**config.mk**
```make
export PLATFORM = sky130hd
export DESIGN_NAME = bit_serializer
export DESIGN_NICKNAME = d
export VERILOG_FILES = /design/src/rtl/bit_serializer.sv
export SDC_FILE = /design/constraint.sdc
export NUM_CORES = 1
export LEC_CHECK = 0
export ABC_AREA = 1
export BUFFER_PORTS_ARGS = -buffer_cell sky130_fd_sc_hd__buf_2
export CORE_UTILIZATION = 45
export CTS_BUF_LIST = sky130_fd_sc_hd__clkbuf_16
export CTS_CLUSTER_DIAMETER = 150
export DETAILED_ROUTE_END_ITERATION = 16
export HOLD_SLACK_MARGIN = 0.15
export PLACE_DENSITY_LB_ADDON = 0.15
export SLEW_MARGIN = 20
export SYNTH_ARGS = -nofsm -noshare
export SYNTH_HDL_FRONTEND = slang
export SYNTH_SLANG_ARGS = --single-unit
```
**constraint.sdc**
```tcl
create_clock -name clk -period 1.34 [get_ports clk]
set_clock_uncertainty 0.2 [all_clocks]
set_input_delay 0.268 -clock clk [delete_from_list [all_inputs] [get_ports clk]]
set_output_delay 0.268 -clock clk [all_outputs]
set_load 0.02 [all_outputs]
```
**src/rtl/bit_serializer.sv**
```systemverilog
// bit_serializer: parallel-in, serial-out transmitter.
// Accepts a WIDTH-bit word on a valid/ready handshake and shifts it out one
// bit per clock on ser_out, with a frame strobe and a last-bit marker.
// Ports:
//   clk        clock, rising edge
//   rst        synchronous reset, active-high
//   in_data    parallel word, captured on an accept edge
//   in_valid   upstream has a word
//   in_ready   block can accept a word this cycle (combinational)
//   ser_out    serial data bit (registered)
//   ser_frame  ser_out carries a valid data bit (registered)
//   ser_last   current bit is the final bit of a word (registered)
//   busy       a word is in flight (same as ser_frame)
module bit_serializer #(
  parameter int unsigned WIDTH      = 8,
  parameter bit          MSB_FIRST  = 1'b1,
  parameter bit          IDLE_LEVEL = 1'b0
) (
  input  logic             clk,
  input  logic             rst,
  input  logic [WIDTH-1:0] in_data,
  input  logic             in_valid,
  output logic             in_ready,
  output logic             ser_out,
  output logic             ser_frame,
  output logic             ser_last,
  output logic             busy
);

  localparam int unsigned CW = $clog2(WIDTH);

  typedef enum logic {
    IDLE,
    SHIFT
  } state_t;

  state_t           state, state_d;
  logic [CW-1:0]    cnt, cnt_d;
  logic [WIDTH-1:0] sreg, sreg_d;
  logic             out_d, frame_d, last_d;
  logic             at_last;
  logic             accept;

  assign at_last  = (cnt == CW'(WIDTH - 1));
  // Ready while idle, or on the final bit so a new word can follow without a gap.
  assign in_ready = !rst && ((state == IDLE) || at_last);
  assign accept   = in_valid && in_ready;
  assign busy     = ser_frame;

  // Next-state and next-output logic.
  // sreg holds only the bits not yet presented; ser_out holds the current bit.
  always_comb begin
    state_d = state;
    cnt_d   = cnt;
    sreg_d  = sreg;
    out_d   = ser_out;
    frame_d = ser_frame;
    last_d  = ser_last;

    if (accept) begin
      state_d = SHIFT;
      cnt_d   = '0;
      frame_d = 1'b1;
      last_d  = 1'b0;
      if (MSB_FIRST) begin
        out_d  = in_data[WIDTH-1];
        sreg_d = {in_data[WIDTH-2:0], 1'b0};
      end else begin
        out_d  = in_data[0];
        sreg_d = {1'b0, in_data[WIDTH-1:1]};
      end
    end else if (state == SHIFT) begin
      if (at_last) begin
        state_d = IDLE;
        cnt_d   = '0;
        sreg_d  = '0;
        out_d   = IDLE_LEVEL;
        frame_d = 1'b0;
        last_d  = 1'b0;
      end else begin
        cnt_d  = cnt + CW'(1);
        last_d = (cnt == CW'(WIDTH - 2));
        if (MSB_FIRST) begin
          out_d  = sreg[WIDTH-1];
          sreg_d = {sreg[WIDTH-2:0], 1'b0};
        end else begin
          out_d  = sreg[0];
          sreg_d = {1'b0, sreg[WIDTH-1:1]};
        end
      end
    end
  end

  // State and output registers.
  always_ff @(posedge clk) begin
    if (rst) begin
      state     <= IDLE;
      cnt       <= '0;
      sreg      <= '0;
      ser_out   <= IDLE_LEVEL;
      ser_frame <= 1'b0;
      ser_last  <= 1'b0;
    end else begin
      state     <= state_d;
      cnt       <= cnt_d;
      sreg      <= sreg_d;
      ser_out   <= out_d;
      ser_frame <= frame_d;
      ser_last  <= last_d;
    end
  end

endmodule

```
==> results.md <==
- Status: complete, but fails checks
- Failing checks: setup timing
- CP most frequent cell: ha_4
- Max IR drop VDD: 0.659 mV
- LEAKAGE: 0.000481 uW
- Vias per inst: 4.91
- Worst Setup Slack, final: -332 ps
- Power density over the cells: 1140 nW/um^2
- Final ANT Viol Nets: 0
- Sink Count: 14
- Cell variety after synth: 18
- Synth Area per Inst: 7.15 sq um
- Largest net degree at the start of global routing: 10
- RSZ-0062 raised after global routing: yes
- DRT iter0 DRCs: 8
- Die height: 41.2 um
- Core Footprint: 1370 sq um
- Count of maximum capacitance violations: 0
- Post-DP HPWL: 1.04 mm
- Clock Pin Slew Worst Setup and Hold Paths: 50 ps
- RePlAce Congestion: 0.691
- FF-to-FF Start: cnt[0]
- First-pass GRT wire length: 2.66 mm
- Mux share of post-synthesis cell area: 0
- Row count: 13
- Synth Area in Compound Gates: 0.0596
- Synthesis-to-layout area growth: 53.4%
- Wire length on met1: 812 um
- Die width: 41.2 um
- Yosys warnings: 0
- Dpl ws: -168 ps
- Largest family of logic cells by synthesized area: simple AND/OR/NAND/NOR gates
- Max clock buf depth: 2
- Clk root buf: clkbuf_16
- DR vias: 707
- DR top layer: met4
- DRC violations left: 0
- Synthesized area: 693 sq um
- Nets: 144
- Initial Util: 0.507
- Syn Inst Count: 97
- Syn_nets: 111
- Setup violators final: 15
- Max_slew headroom: 0.829
- CP delay by family, top: flip-flops
- Required @ worst endpoint: 870 ps
- Crit path capture type: primary output
- Crit path max fanout: 2
- Setup TNS: -3510 ps
- Buffers and inverters on the worst path: 3
- Largest stage delay, worst path: 330 ps
- DR WL met2: 770 um
- GRT Total Usage: 0.242
- Synth top area cells: dfxtp_1 (40%), nor2_1 (12%), nand2_1 (11%), nand4_1 (6.3%), ha_1 (5.4%)
- Later-pin clock latency in the skew report: 240 ps
- Die area: 1700 sq um
- Max Slew Vio Count: 0
- Port bufs: 15
- N_diodes: 0
- CP Cell Sequence: ha_4, ha_4, inv_4, nand2_4, inv_6, nor2_4, buf_6
- Io pins: 16
- Vias in the first global route: 647
- Initial antenna violation count: 0
- Post-Synth XOR/XNOR Area: 0
- Final hold vios: 0
- Worst hold slack: 191 ps
- WL/cell: 11.4 um
- Area share of fa/ha/maj cells after synthesis: 0.0542
- WP data arrival: 1200 ps
- Final period util: 1.25
- GR Overflow Total: 0
- Slowest CP cell: dfxtp_2
- Yosys top cell by area: dfxtp_1
- Startpoint types: flip-flop
- Design area: 1060 sq um
- Simple-gate share of the synthesized area: 0.394
- CP startpoint: cnt[0]
- Seq/Total Area, Yosys: 0.404
- CTS buffer count: 3
- FF+latch count, synth: 14
- Drt total wl: 1.64 mm
- Number of detailed-route iterations in the first pass: 4
- Post-DP Area: 881 sq um
- HP Start: in_data[4]
- CTS tree: built
- Synth top area share: 0.404
- # H-tree levels: 1
- Share of cells above drive strength 1: 0.395
- Worst slew pin tran: 257 ps
- Worst Setup Path Type: reg2out
- Final min period: 1670 ps
- Met3 wire length: 41 um
- Hold WC Path Type: in2reg
- Fmax: 598 MHz
## metrics by stage
| step | total power, uW | cells | util |
|---|---|---|---|
| finish | 1220 | 144 | 0.778 |
| CTS | 1220 | 143 | 0.765 |
| floorplan | 566 | 97 | - |
| detailed placement | 629 | 132 | 0.645 |
| global route | 1270 | 144 | 0.778 |
| global placement | 626 | 132 | 0.645 |
## kinds of logic (layout without fill, tap and decap cells)
group,after synthesis,count (layout)
fa+ha+maj,3,3
simple gates,58,58
compound gates,7,7
flops,14,14
buf+inv,15,47
## synth_stat cells
library cell	instances
nor2_1	23
nand2_1	20
dfxtp_1	14
inv_1	10
nand4_1	7
a21oi_1	5
ha_1	3
nand3_1	3
inv_2	2
nand2_4	2
a21oi_2	1
buf_2	1
buf_4	1
clkbuf_1	1
nand3_4	1
nor2_2	1
o211ai_1	1
or2_1	1
## state kept, by name, indices dropped and copies added (netlist names)
signal	flops
busy	1
ser_out	1
state	1
cnt	3
sreg	7
ser_last	1
## cells in the final DEF (no fill, tap or decap)
cell type,synthesis,final
ha_4,0,2
nand3_1,3,3
dfxtp_2,0,2
clkinv_1,0,1
buf_2,1,14
nor2_2,1,3
inv_6,0,1
a21oi_1,5,2
buf_12,0,1
inv_1,10,9
inv_4,0,1
buf_4,1,12
o211ai_1,1,1
a21oi_2,1,4
nand4_1,7,7
buf_6,0,2
or2_1,1,1
nor2_4,0,1
nand2_4,2,3
nand3_4,1,1
ha_1,3,1
inv_2,2,1
nand2_1,20,19
clkbuf_16,0,3
nor2_1,23,20
dlygate4sd3_1,0,2
dfxtp_1,14,12
## timing repair
item / in CTS / in global routing
pin swaps: 3 / 4
buffers inserted: 5 / 1
hold buffers: 2 / 0
endpoints found under the setup margin: 14 / 15
endpoints found under the hold margin: 2 / 0
resized for setup: 8 / 4
## routing by layer
metal	vias up	global-route usage
met2	10	0.391
met3	2	0.0543
met1	326	0.302
met4	0	0.113
met5	-	0
li1	369	-
## path summary, 6_finish.rpt
check / slack [ps] / to / cells after the start
worst min register to register: 280 / ser_last / 2
worst max-delay path: -330 / in_ready / 7
worst min-delay path: 190 / sreg[5] / 5
worst max register to register: -270 / ser_out / 10
## layout make-up
type	instances	area [sq um]
inverter	12	52.6
tap	15	18.8
timing repair buffer	31	223
sequential	14	283
fill	97	303
multi-input combinational	68	408
clock buffer	3	75.1
clock inverter	1	3.75
## report_power, final
part / switching (uW) / internal [uW]
clock network: 163 / 394
registers: 14.2 / 439
logic: 113 / 93.0
total: 290 / 926
## worst register-to-register path: cells and delay by family, from the launching register on
| kind | cells | cell delay, ps |
|---|---|---|
| buf+inv | 3 | 360 |
| flops | 1 | 330 |
| fa+ha+maj | 2 | 310 |
| simple gates | 5 | 310 |
Power figures use the tool's default switching activity.
